`src/rtl/mips_runctl.sv`:
```
// Run-control block for a MIPS core: holds the core in reset after power-up,
// then gates its clock enable for free-run, N-cycle run and single step,
// stopping on host HALT, address breakpoints or count expiry.
module mips_runctl #(
  parameter int unsigned RESET_CYCLES = 2,
  parameter int unsigned CNT_W        = 32,
  parameter int unsigned ADDR_W       = 32,
  parameter int unsigned BREAK_N      = 2
) (
  input  logic                      i_clock,
  input  logic                      i_reset_n,
  input  logic                      i_cmd_valid,
  output logic                      o_cmd_ready,
  input  logic [1:0]                i_cmd_op,
  input  logic [CNT_W-1:0]          i_cmd_arg,
  input  logic [ADDR_W-1:0]         i_pc,
  input  logic [BREAK_N*ADDR_W-1:0] i_bp_addr,
  input  logic [BREAK_N-1:0]        i_bp_en,
  output logic                      o_core_reset,
  output logic                      o_core_en,
  output logic [2:0]                o_state,
  output logic [CNT_W-1:0]          o_cycles,
  output logic                      o_halted,
  output logic [2:0]                o_halt_cause
);

  typedef enum logic [2:0] {
    StReset = 3'd0,
    StIdle  = 3'd1,
    StRun   = 3'd2,
    StCount = 3'd3,
    StStep  = 3'd4
  } state_e;

  typedef enum logic [2:0] {
    CauseNone  = 3'd0,
    CauseHost  = 3'd1,
    CauseCount = 3'd2,
    CauseBp    = 3'd3,
    CauseStep  = 3'd4
  } cause_e;

  localparam logic [1:0] OpRun  = 2'd0;
  localparam logic [1:0] OpStep = 2'd1;
  localparam logic [1:0] OpRunN = 2'd2;
  localparam logic [1:0] OpHalt = 2'd3;

  // Reset counter only needs to reach RESET_CYCLES-1.
  localparam int unsigned RcW = (RESET_CYCLES > 1) ? $clog2(RESET_CYCLES) : 1;
  localparam logic [RcW-1:0] RcLast = RcW'(RESET_CYCLES - 1);

  state_e           r_state;
  cause_e           r_halt_cause;
  logic [RcW-1:0]   r_rst_cnt;
  logic [CNT_W-1:0] r_remaining;
  logic [CNT_W-1:0] r_cycles;
  logic             r_skip;
  logic             r_halted;

  logic w_active;
  logic w_accept;
  logic w_halt_cmd;
  logic w_bp_match;
  logic w_bp_hit;
  logic w_core_en;

  // Any enabled comparator whose address equals the current fetch PC.
  always_comb begin
    w_bp_match = 1'b0;
    for (int i = 0; i < BREAK_N; i++) begin
      if (i_bp_en[i] && (i_pc == i_bp_addr[i*ADDR_W +: ADDR_W])) begin
        w_bp_match = 1'b1;
      end
    end
  end

  // Command handshake, stop conditions and the combinational core enable.
  always_comb begin
    w_active   = (r_state == StRun) || (r_state == StCount) || (r_state == StStep);
    w_accept   = i_cmd_valid && (r_state != StReset);
    w_halt_cmd = w_accept && (i_cmd_op == OpHalt);
    // First cycle after entry ignores breakpoints so a resume from a BP address advances.
    w_bp_hit   = w_active && w_bp_match && !r_skip;
    w_core_en  = w_active && !w_halt_cmd && !w_bp_hit;
  end

  // Run-control state machine, halt reporting and enabled-cycle counter.
  always_ff @(posedge i_clock) begin
    if (!i_reset_n) begin
      r_state      <= StReset;
      r_halt_cause <= CauseNone;
      r_rst_cnt    <= '0;
      r_remaining  <= '0;
      r_cycles     <= '0;
      r_skip       <= 1'b0;
      r_halted     <= 1'b0;
    end else begin
      r_halted <= 1'b0;
      if (w_core_en) begin
        r_cycles <= r_cycles + CNT_W'(1);
      end
      unique case (r_state)
        StReset: begin
          if (r_rst_cnt == RcLast) begin
            r_state   <= StIdle;
            r_rst_cnt <= '0;
          end else begin
            r_rst_cnt <= r_rst_cnt + RcW'(1);
          end
        end
        StIdle: begin
          // HALT while idle is accepted but changes nothing, not even the cause.
          if (w_accept && (i_cmd_op != OpHalt)) begin
            r_halt_cause <= CauseNone;
            r_skip       <= 1'b1;
            unique case (i_cmd_op)
              OpRun:  r_state <= StRun;
              OpStep: r_state <= StStep;
              OpRunN: begin
                if (i_cmd_arg == '0) begin
                  // Zero-length run completes immediately without enabling the core.
                  r_halted     <= 1'b1;
                  r_halt_cause <= CauseCount;
                  r_skip       <= 1'b0;
                end else begin
                  r_state     <= StCount;
                  r_remaining <= i_cmd_arg;
                end
              end
              default: ;
            endcase
          end
        end
        StRun, StCount, StStep: begin
          r_skip <= 1'b0;
          // Priority: host HALT, then breakpoint, then step/count completion.
          if (w_halt_cmd) begin
            r_state      <= StIdle;
            r_halted     <= 1'b1;
            r_halt_cause <= CauseHost;
            r_remaining  <= '0;
          end else if (w_bp_hit) begin
            r_state      <= StIdle;
            r_halted     <= 1'b1;
            r_halt_cause <= CauseBp;
            r_remaining  <= '0;
          end else if (r_state == StStep) begin
            r_state      <= StIdle;
            r_halted     <= 1'b1;
            r_halt_cause <= CauseStep;
          end else if (r_state == StCount) begin
            if (r_remaining == CNT_W'(1)) begin
              r_state      <= StIdle;
              r_halted     <= 1'b1;
              r_halt_cause <= CauseCount;
              r_remaining  <= '0;
            end else begin
              r_remaining <= r_remaining - CNT_W'(1);
            end
          end
        end
        default: r_state <= StReset;
      endcase
    end
  end

  // Outputs are decodes of registered state except the enable, which must react in-cycle.
  always_comb begin
    o_cmd_ready  = (r_state != StReset);
    o_core_reset = (r_state == StReset);
    o_core_en    = w_core_en;
    o_state      = r_state;
    o_cycles     = r_cycles;
    o_halted     = r_halted;
    o_halt_cause = r_halt_cause;
  end

endmodule

```
`config.mk`:
```
export PLATFORM = sky130hd
export DESIGN_NAME = mips_runctl
export DESIGN_NICKNAME = d
export VERILOG_FILES = /design/src/rtl/mips_runctl.sv
export SDC_FILE = /design/constraint.sdc
export NUM_CORES = 1
export LEC_CHECK = 0
export ABC_CLOCK_PERIOD_IN_PS = 7700
export CELL_PAD_IN_SITES_DETAIL_PLACEMENT = 1
export CELL_PAD_IN_SITES_GLOBAL_PLACEMENT = 2
export CORE_MARGIN = 2
export CORE_UTILIZATION = 27
export CTS_CLUSTER_SIZE = 16
export DETAILED_ROUTE_END_ITERATION = 10
export GPL_ROUTABILITY_DRIVEN = 0
export GPL_TIMING_DRIVEN = 0
export PLACE_DENSITY_LB_ADDON = 0.1
export SYNTH_ARGS = -nofsm -noshare
export SYNTH_HDL_FRONTEND = slang
export SYNTH_SLANG_ARGS = --single-unit
export TNS_END_PERCENT = 5
```
`constraint.sdc`:
```
create_clock -name i_clock -period 7.7 [get_ports i_clock]
set_clock_uncertainty 0.2 [all_clocks]
set_input_delay 1.155 -clock i_clock [delete_from_list [all_inputs] [get_ports i_clock]]
set_output_delay 1.155 -clock i_clock [all_outputs]
set_load 0.02 [all_outputs]
```
==> impl_metrics.tcl <==
set metrics [dict create \
    status "finished clean" \
    viasPerCell 5.13 \
    yosysSeqAreaShare 0.294 \
    area_growth_pct 47.2 \
    crit_type "input pin to output port" \
    multi_input_area_mm2 0.00330 \
    yosys-top-cells-count "nand2_1, dfxtp_1, xnor2_1" \
    crit_start "i_pc[15]" \
    cts_buffer_depth 2 \
    drt_iter0_drc 215 \
    fin_setup_tns_ps 0 \
    finalHoldViolations 0 \
    dr.pass1.iters 4 \
    cts_setup_buffers 0 \
    timing.fmax_mhz 179 \
    wirelength_um 20800 \
    crit_end "o_core_en" \
    syn_nets 781 \
    clkTransAtPathRegs_ps 60 \
    overflow 0 \
    power.leakage_uw 0.00281 \
    dp_cells 1047 \
    async_flop_share 0 \
    worstMarginPinSlew_ps 767 \
    via_count 5453 \
    die_h_um 140 \
    cts_root_buf "clkbuf_16" \
    postSynthCellCount 643 \
    avgSynthCellArea_um2 7.74 \
    crit_path_start_kind "input pin" \
    cts_hold_buf 0 \
    grt_pass1_vias 5716 \
    synth_edf_count 0 \
    fillers 2134 \
    ant_nets 0 \
    cp.arrival_ps 4230 \
    nets 967 \
    synth_top_area_share 0.294 \
    report.final.slew_viol_count 0 \
    numCtsBuffers 9 \
    crit_path_end_kind "output port" \
    synth_most_common_cell "nand2_1" \
    yosysWarnings 0 \
    wire_per_inst_um 19.6 \
    numClockSinks 73 \
    hp-class "flop to flop" \
    seqCellArea_mm2 0.00146 \
    port_buffers 175 \
    num_rows 49 \
    tritoncts "built" \
    path_max_fanout 10 \
    grt_usage 0.212 \
    yosys.area.top_type "dfxtp_1" \
    ys_seq_elements 73 \
    dp_hpwl_um 16400 \
    htreeDepth 3 \
    grt_first_pass_wirelength_um 32600 \
    maxCapViolCount 0 \
    period_needed_ps 5590 \
    synth_flop_cell "dfxtp_1" \
    clock_latency_ps 350 \
    drc 0 \
    maxSlewHeadroom 0.485 \
    finalNonFillerCells 1063 \
    antenna_found_initial 0 \
    worstPathRequired_ps 6340 \
    drive_above_1_share 0.0456 \
    syn-cell-area_mm2 0.00498 \
    io_pins 177 \
    core_area_mm2 0.0180 \
    synth.area.top_cells "dfxtp_1, xnor2_1, xor2_1" \
    fp.dieW_um 140 \
    ys_types 51 \
    vdd_drop_max_mv 0.122 \
    rr_worst_depth 12 \
    setup_viol 0 \
    r2r-start "o_state[1]" \
    rsz0062_at_grt "false" \
    powerDensity_mw_per_mm2 250 \
    cts_resized 0 \
    diodes 0 \
    die_area_mm2 0.0195 \
    period_share 0.726 \
    start_util 0.276 \
    reg2reg_slack_ps 4300 \
    grt_max_degree 16 \
    rr_endpoint "r_remaining[5]" \
]
-- registers in the layout (all words and copies together) (netlist names) --
| name | count |
|---|---|
| r_skip | 1 |
| r_remaining | 32 |
| r_rst_cnt | 1 |
| o_halted | 1 |
| o_halt_cause | 3 |
| o_cycles | 32 |
| o_state | 3 |
-- worst min-delay path by stage --
stage | from | endpoint | slack (ps) | cells after the start
finish | o_halt_cause[0] | o_halt_cause[0] | 270 | 2
global route | o_halt_cause[2] | o_halt_cause[2] | 300 | 2
CTS | o_halt_cause[0] | o_halt_cause[0] | 270 | 2
detailed placement | o_halt_cause[0] | o_halt_cause[0] | 260 | 2
global placement | o_halt_cause[1] | o_halt_cause[1] | 260 | 2
floorplan | r_remaining[30] | r_remaining[30] | 250 | 2
-- area by class of cell --
type	count	share of cell area
inverters	13	0.00666
well taps	229	0.0391
clock buffers	9	0.0307
flip-flops and latches	73	0.200
clock inverters	7	0.0116
repair buffers	175	0.239
multi-input cells	524	0.451
plain buffers	33	0.0224
-- worst max-delay path, cell delays in order --
cell and delay (ps):
clkdlybuf4s50_1 450, xor2_1 160, nor4_1 370, nand2_1 110
nor4_1 390, a41oi_1 300, buf_2 290, nand2_1 240
nor2_1 140, clkdlybuf4s50_1 600
-- logic make-up (layout without fill, tap and decap cells) --
group | after synthesis | after routing | share of synthesized area
XOR/XNOR | 98 | 98 | 0.172
flip-flops | 73 | 73 | 0.294
buffers and inverters | 46 | 237 | 0.0427
multiplexers | 2 | 2 | 0.00402
adder cells (fa/ha/maj) | 3 | 3 | 0.00754
AND/OR/NAND/NOR | 296 | 296 | 0.310
AO/OA/AOI/OAI | 125 | 125 | 0.170
-- where the power goes --
part | internal (uW) | switching (uW) | total [uW] | leakage [uW]
Clock | 258 | 194 | 452 | 0.000153
Combinational | 358 | 561 | 919 | 0.00207
Sequential | 417 | 43.5 | 461 | 0.000590
Total | 1030 | 799 | 1830 | 0.00281
-- per-layer routing --
layer,GRT usage,up-vias,wire length [um]
met2,0.350,142,9960
met5,0,-,0
met1,0.278,2633,9340
met4,0.0668,0,394
li1,-,2650,-
met3,0.0454,28,1140
-- cells in the final DEF (no fill, tap or decap), drive strengths merged, types with 10 or more instances in the layout --
master         count
nor3              34
nand2             88
and2              32
a21oi             14
nand4             19
inv               16
nand3             14
xor2              43
o21a              11
nor2              39
dfxtp             73
clkbuf            29
a21boi            21
o211a             10
buf               13
nor4              31
o21ai             36
xnor2             55
o211ai            12
clkdlybuf4s50    175
-- stage by stage --
step                 util  power (uW)  area, um2  setup WS, ps  hold WS (ps)
floorplan               -        1060       4980          3740           252
global placement    0.389        1360       7010          2130           256
detailed placement  0.389        1380       7010          2030           260
CTS                 0.406        1840       7320          2020           271
global route        0.406        1950       7320          1830           303
finish              0.406        1830       7320          2110           267
Power figures use the tool's default switching activity.
